`src/rtl/iob_split_pipe.sv`:
```
// Pipelined IOb address splitter: one master, N_SLAVES slaves, up to
// MAX_RD in-order reads in flight and an internal error responder.
module iob_split_pipe #(
    parameter int                ADDR_W   = 32,
    parameter int                DATA_W   = 32,
    parameter int                N_SLAVES = 4,
    parameter int                P_SLAVES = ADDR_W - 2,
    parameter int                MAX_RD   = 4,
    parameter logic [DATA_W-1:0] ERR_DATA = DATA_W'(32'hDEADBEEF)
) (
    input  logic                       clk,
    input  logic                       rst,
    input  logic                       m_valid,
    input  logic [ADDR_W-1:0]          m_addr,
    input  logic [DATA_W-1:0]          m_wdata,
    input  logic [DATA_W/8-1:0]        m_wstrb,
    output logic                       m_ready,
    output logic                       m_rvalid,
    output logic [DATA_W-1:0]          m_rdata,
    output logic [N_SLAVES-1:0]        s_valid,
    output logic [ADDR_W-1:0]          s_addr,
    output logic [DATA_W-1:0]          s_wdata,
    output logic [DATA_W/8-1:0]        s_wstrb,
    input  logic [N_SLAVES-1:0]        s_ready,
    input  logic [N_SLAVES-1:0]        s_rvalid,
    input  logic [N_SLAVES*DATA_W-1:0] s_rdata,
    output logic                       err
);

    localparam int SEL_W = $clog2(N_SLAVES);
    localparam int IDX_W = SEL_W + 1;
    localparam int CNT_W = $clog2(MAX_RD + 1);
    localparam logic [IDX_W-1:0] UNMAP   = IDX_W'(N_SLAVES);
    localparam logic [CNT_W-1:0] CNT_MAX = CNT_W'(MAX_RD);

    logic [SEL_W-1:0]  sel;
    logic [IDX_W-1:0]  sel_idx;
    logic [IDX_W-1:0]  rd_sel;
    logic [CNT_W-1:0]  cnt;
    logic              is_read;
    logic              unmapped;
    logic              stall;
    logic              sel_rdy;
    logic              own_rvalid;
    logic [DATA_W-1:0] own_rdata;
    logic              accept;
    logic              rd_accept;
    logic              err_rd;

    assign sel      = m_addr[P_SLAVES -: SEL_W];
    assign sel_idx  = ({1'b0, sel} >= UNMAP) ? UNMAP : {1'b0, sel};
    assign unmapped = (sel_idx == UNMAP);
    assign is_read  = (m_wstrb == '0);

    // A read waits if the window is full or if it targets a different
    // slave than the reads still in flight, which keeps responses ordered.
    assign stall = is_read & ((cnt == CNT_MAX) |
                              ((cnt != '0) & (sel_idx != rd_sel)));

    // Request routing by sel and response selection by owning slave.
    always_comb begin
        sel_rdy    = 1'b0;
        own_rvalid = 1'b0;
        own_rdata  = '0;
        s_valid    = '0;
        for (int i = 0; i < N_SLAVES; i++) begin
            if (sel_idx == IDX_W'(i)) begin
                sel_rdy    = s_ready[i];
                s_valid[i] = m_valid & ~stall;
            end
            if (rd_sel == IDX_W'(i)) begin
                own_rvalid = s_rvalid[i];
                own_rdata  = s_rdata[i*DATA_W +: DATA_W];
            end
        end
    end

    assign m_ready   = ~stall & (unmapped | sel_rdy);
    assign accept    = m_valid & m_ready;
    assign rd_accept = accept & is_read;

    assign err_rd   = (rd_sel == UNMAP);
    assign m_rvalid = (cnt != '0) & (err_rd | own_rvalid);
    assign m_rdata  = !m_rvalid ? '0 : (err_rd ? ERR_DATA : own_rdata);

    assign s_addr  = m_addr;
    assign s_wdata = m_wdata;
    assign s_wstrb = m_wstrb;

    // Outstanding-read count, owner of those reads and error pulse.
    always_ff @(posedge clk or posedge rst) begin
        if (rst) begin
            cnt    <= '0;
            rd_sel <= '0;
            err    <= 1'b0;
        end else begin
            err <= accept & unmapped;
            if (rd_accept) begin
                rd_sel <= sel_idx;
            end
            if (rd_accept && !m_rvalid) begin
                cnt <= cnt + 1'b1;
            end else if (!rd_accept && m_rvalid) begin
                cnt <= cnt - 1'b1;
            end
        end
    end

endmodule
```
`config.mk`:
```
export PLATFORM = sky130hd
export DESIGN_NAME = iob_split_pipe
export DESIGN_NICKNAME = d
export VERILOG_FILES = /design/src/rtl/iob_split_pipe.sv
export SDC_FILE = /design/constraint.sdc
export NUM_CORES = 1
export LEC_CHECK = 0
export ABC_AREA = 1
export BUFFER_PORTS_ARGS = -buffer_cell sky130_fd_sc_hd__buf_2
export CAP_MARGIN = 20
export CORE_AREA = 2 2 121 123
export DETAILED_ROUTE_END_ITERATION = 8
export DIE_AREA = 0 0 123 125
export PLACE_DENSITY_LB_ADDON = 0.3
export SLEW_MARGIN = 20
export SYNTH_ARGS = -nofsm -noshare
export SYNTH_HDL_FRONTEND = slang
export SYNTH_SLANG_ARGS = --single-unit
```
`constraint.sdc`:
```
create_clock -name clk -period 5.4 [get_ports clk]
set_input_delay 0 -clock clk [delete_from_list [all_inputs] [get_ports clk]]
set_output_delay 0 -clock clk [all_outputs]
set_load 0.005 [all_outputs]
```
-- Word level (Yosys, flattened, before mapping)
Cells that the tools add are included.
- output and inout port bits: 107
- logic and storage cells: 49
- bits of input ports: 207
- bits in registers: 5
- reduce and logical (&&, ||, !) cells: 9
- bitwise gates (word level): 9
- mux-type cells: 19
- equality and inequality tests: 8
- add/sub/neg operators: 2
- operators by type and width (kind ; count):
    $mux W32 ; 5
    $mux W1 ; 12
    $eq A2 B2 Y1 const B ; 4
    $and A1 B1 Y1 ; 7
    $logic_not A3 Y1 ; 2
    $mux W3 ; 2
    $eq A2 B1 Y1 const B ; 2
    $logic_not A4 Y1 ; 1
    $add A3 B1 Y3 const B ; 1
    $eq A3 B3 Y1 const B ; 1
    $reduce_bool A3 Y1 ; 1
    $sub A3 B1 Y3 const B ; 1
    $logic_and A1 B1 Y1 ; 2
    $logic_not A1 Y1 ; 2
    $ne A2 B2 Y1 ; 1
    $reduce_bool A2 Y1 ; 1
    $not A1 Y1 ; 1
    $or A1 B1 Y1 ; 1

-- Longest topological paths before layout
- word-level depth: 12
- gate-level depth with buffers: 15
- depth with buffers taken out: 13

-- Worst setup path after synthesis
OpenSTA, ideal clock, no wires.
- path kind: flip-flop to flip-flop
- from: register rd_sel[0]
- to: register cnt[2]
- clock period less this slack: 2.191 ns
- setup time: 0.131 ns
- path buffers: 2
- required time: 5.269 ns
- stages on the path, launching flop included: 16
- path slack: 3.209 ns
- arrival: 2.060 ns
- cell sequence: dfrtp_1 buf_4 inv_6 nand2_4 nor2_1 nor2_1 o21ai_1 nand2_2 nand2_4 buf_6 ha_1 inv_1 fa_1 a21oi_1 o21ai_0 xor2_1
- word-level cells in the longest chain between the ends: 11
- elaborated cells on any way between the ends: 23
- those cells by class: eq/ne: 4; mux: 5; bitwise: 8; reduce/logical: 6
- ends and longest elaborated chain (item ; line ; RTL):
    start, declared ; 38 ; logic [IDX_W-1:0] rd_sel;
    start signal, assigned ; 99 ; rd_sel <= sel_idx;
    $ne A2 B2 Y1 ; 58 ; ((cnt != '0) & (sel_idx != rd_sel)));
    $and A1 B1 Y1 ; 58 ;
    $or A1 B1 Y1 ; 57 ; assign stall = is_read & ((cnt == CNT_MAX) |
    $and A1 B1 Y1 ; 57 ;
    $not A1 Y1 ; 78 ; assign m_ready = ~stall & (unmapped | sel_rdy);
    $and A1 B1 Y1 ; 78 ;
    $and A1 B1 Y1 ; 79 ; assign accept = m_valid & m_ready;
    $and A1 B1 Y1 ; 80 ; assign rd_accept = accept & is_read;
    $logic_not A1 Y1 ; 103 ; end else if (!rd_accept && m_rvalid) begin
    $logic_and A1 B1 Y1 ; 103 ;
    $reduce_bool A2 Y1 (no line) ; - ;
    end signal, assigned ; 102 ; cnt <= cnt + 1'b1;
    end signal, assigned ; 104 ; cnt <= cnt - 1'b1;
    end, declared ; 39 ; logic [CNT_W-1:0] cnt;
Parallel ways exist; a longest one is shown, timed or not.
A chain may end at the register's enable or synchronous reset.

-- Worst setup path after layout
- from: register rd_sel[1]
- to: register cnt[2]
Same word-level chain as after synthesis.

==> flow_metrics.py <==
metrics = {
    "power": {
        "irDropWorstVdd_mv": 0.1012,
        "pwr_density_cell_nw_per_um2": 296.9,
        "leakage_nw": 1.381,
    },
    "cts": {
        "cts.clk_slew.worst_paths_ps": 30,
        "clock_path_buffers": 2,
        "ctsHtreeMaxLevel": 1,
        "hold_buffers": 1,
        "ctsResizeCount": 0,
        "cts-root-buf": "clkbuf_16",
        "cts_tree": "built",
        "clock_latency_ps": 230,
        "post_cts_buffers": 0,
        "cts_buffers": 3,
        "cts.sinks": 5,
    },
    "yosys": {
        "ys_seq_area_frac": 0.06192,
        "synth_top_family_by_area": "buffers and inverters",
        "synth_top_area_share": 0.2712,
        "synthSimpleGateAreaFrac": 0.3139,
        "ys_types": 31,
        "synth_edf_count": 0,
        "yosys_warnings": 0,
        "synth_compound_area_frac": 0.2446,
        "synth_area_leaders": "buf_4, nand3_1, o21ai_0",
        "synth-seq-cells": 5,
        "synth_cells": 339,
        "synth_top_area_cell": "buf_4",
        "synth_adder_area_share": 0.01610,
        "synth_mux_area_frac": 0.005573,
        "syn-cell-area_um2": 2021,
        "synth_most_common_cell": "buf_4",
        "yosys.area_share.xor_xnor": 0.008669,
        "synth_flop_cell": "dfrtp_1",
        "syn_nets": 548,
        "syn-mean-instance-area_um2": 5.961,
        "synthArstFlopShare": 1.000,
        "synthTopCellsByCount": "buf_4, nand3_1, o21ai_0",
    },
    "critical_path": {
        "slowest_stage": "dfrtp_2",
        "cp-end-kind": "flop",
        "path_max_fanout": 56,
        "path_class": "flop to flop",
        "critPathMaxStageDelay_ps": 990,
        "reg2reg_from": "rd_sel[1]",
        "worstSetupStartpoint": "rd_sel[1]",
        "critPathTopFamily": "flip-flops",
        "worstPathRequired_ps": 5500,
        "crit_buf_inv": 1,
        "worstSetupStartpointType": "flop",
        "cp.arrival_ps": 3530,
        "crit_path_cell_trace": "nand2_1 -> o21ai_1 -> nand2_2 -> nand2_4 -> ha_1 -> inv_1 -> fa_1 -> a21oi_1 -> o21ai_0 -> xor2_1",
    },
    "finish": {
        "layout-drive-gt1-share": 0.4673,
        "stdcell_count": 627,
        "nets": 653,
        "antenna_cells": 0,
        "syn2layout_area_growth_pct": 31.27,
    },
    "sta": {
        "final.setup.tns_ps": 0,
        "rsz0062_at_grt": "false",
        "finalHoldViolations": 0,
        "skew_ps": 1.075,
        "slew_viol_final": 0,
        "period_minus_slack_ps": 3428,
        "max_freq_mhz": 291.7,
        "finalSetupViolCount": 0,
        "max_slew_margin": 0.3577,
        "worst_slew_pin_slew_ps": 963.5,
        "finalCritPeriodShare": 0.6348,
    },
    "floorplan": {
        "placementRows": 44,
        "coreArea_um2": 14200,
        "die_w_um": 123,
        "io_pins": 314,
        "die_y_um": 125,
        "start_util": 0.1423,
        "die_area_um2": 15380,
    },
    "drt": {
        "final_antenna_net_count": 0,
        "vias": 2583,
        "drc": 0,
        "drt_iter0_markers": 59,
        "wl_per_cell_um": 14.08,
        "drt_wl_total_mm": 8.827,
        "dr.pass1.iters": 4,
        "drt-vias-per-instance": 4.120,
    },
    "global_routing": {
        "track_usage": 0.1075,
        "grt_max_degree": 57,
        "gr-usage-met3": 0.04927,
        "grt.met2_usage": 0.1833,
        "grt_pass1_wl_mm": 13.03,
        "grt_antenna_before_repair": 0,
        "grt-ovfl-total": 0,
        "busiest_layer": "met2",
        "grt_use_met1": 0.1162,
        "grt_pass1_vias": 2542,
    },
    "placement": {
        "dp.cells": 622,
        "place.port_buffers": 188,
        "dp_hpwl_mm": 6.900,
        "gp_congestion": 0.7672,
    },
    "min_path": {
        "worstHoldPathType": "primary input to output port",
        "holdCritStartpoint": "m_addr[21]",
    },
    "outcome": {
        "outcome": "complete, no violations",
    },
    "job": {
        "cap_violations": 0,
    },
}
[state kept, by name, summed over array words and instances (netlist names)]
signal  flops
cnt         3
rd_sel      2
[kinds of logic after synthesis]
kind of cell	after synthesis
xor+xnor	2
flops	5
fa+ha+maj	2
compound gates	83
buf+inv	105
simple gates	140
mux	1
other cells	1
[where the power goes]
group	switching, W	internal, W	leakage [nW]	total, W
clock network	0.0000232	0.0000977	0.0382	0.000121
logic	0.000330	0.000242	1.28	0.000572
registers	0.0000413	0.0000534	0.0594	0.0000947
total	0.000394	0.000393	1.38	0.000788
[cell usage in the layout, fill, tap and decap left out, drive strengths merged]
master	Yosys	routed
a21oi	13	13
a31oi	1	1
buf	81	190
clkbuf	10	4
conb	1	1
dfrtp	5	5
dlygate4sd3	0	1
fa	1	1
ha	1	1
inv	14	14
mux2	1	1
nand2	43	43
nand3	55	55
nand3b	2	2
nor2	34	34
nor3	5	5
nor3b	1	1
o21a	12	12
o21ai	45	45
o221ai	7	7
o22ai	5	5
xnor2	1	1
xor2	1	1
[path summary, 6_finish.rpt]
check | slack, ps | cells past startpoint | endpoint
worst max-delay path | 1970 | 10 | cnt[2]
worst min-delay path | 0.002 | 0 | s_addr[21]
worst max register to register | 1970 | 10 | cnt[2]
worst min register to register | 530 | 1 | cnt[0]
max in group asynchronous | 4980 | 3 | rd_sel[1]
min in group asynchronous | 230 | 3 | cnt[0]
[cell type report]
cell class              count  area (µm²)
flip-flops and latches      5       126.4
inverters                  14       57.56
repair buffers            191       965.9
multi-input cells         229        1194
fillers                  1709       11550
well taps                 184       230.2
clock buffers               4       78.83
[routing by layer]
layer	share of wire	up-vias
li1	-	1287
met1	0.38	1122
met2	0.47	150
met3	0.13	24
met4	0.020	0
met5	0	-
[per-stage QoR]
step,hold slack (ps),instance area [µm²],worst slack [ps],utilization,power (W)
finish,0.001995,2653,1972,0.1868,0.0007875
global route,0.007951,2653,1540,0.1868,0.0008830
CTS,0.03458,2653,1911,0.1868,0.0008079
detailed placement,-61.40,2564,1936,0.1805,0.0006798
global placement,-60.42,2564,2018,0.1805,0.0006781
floorplan,-221.5,2021,3209,-,0.0005043
Power figures use the tool's default switching activity.
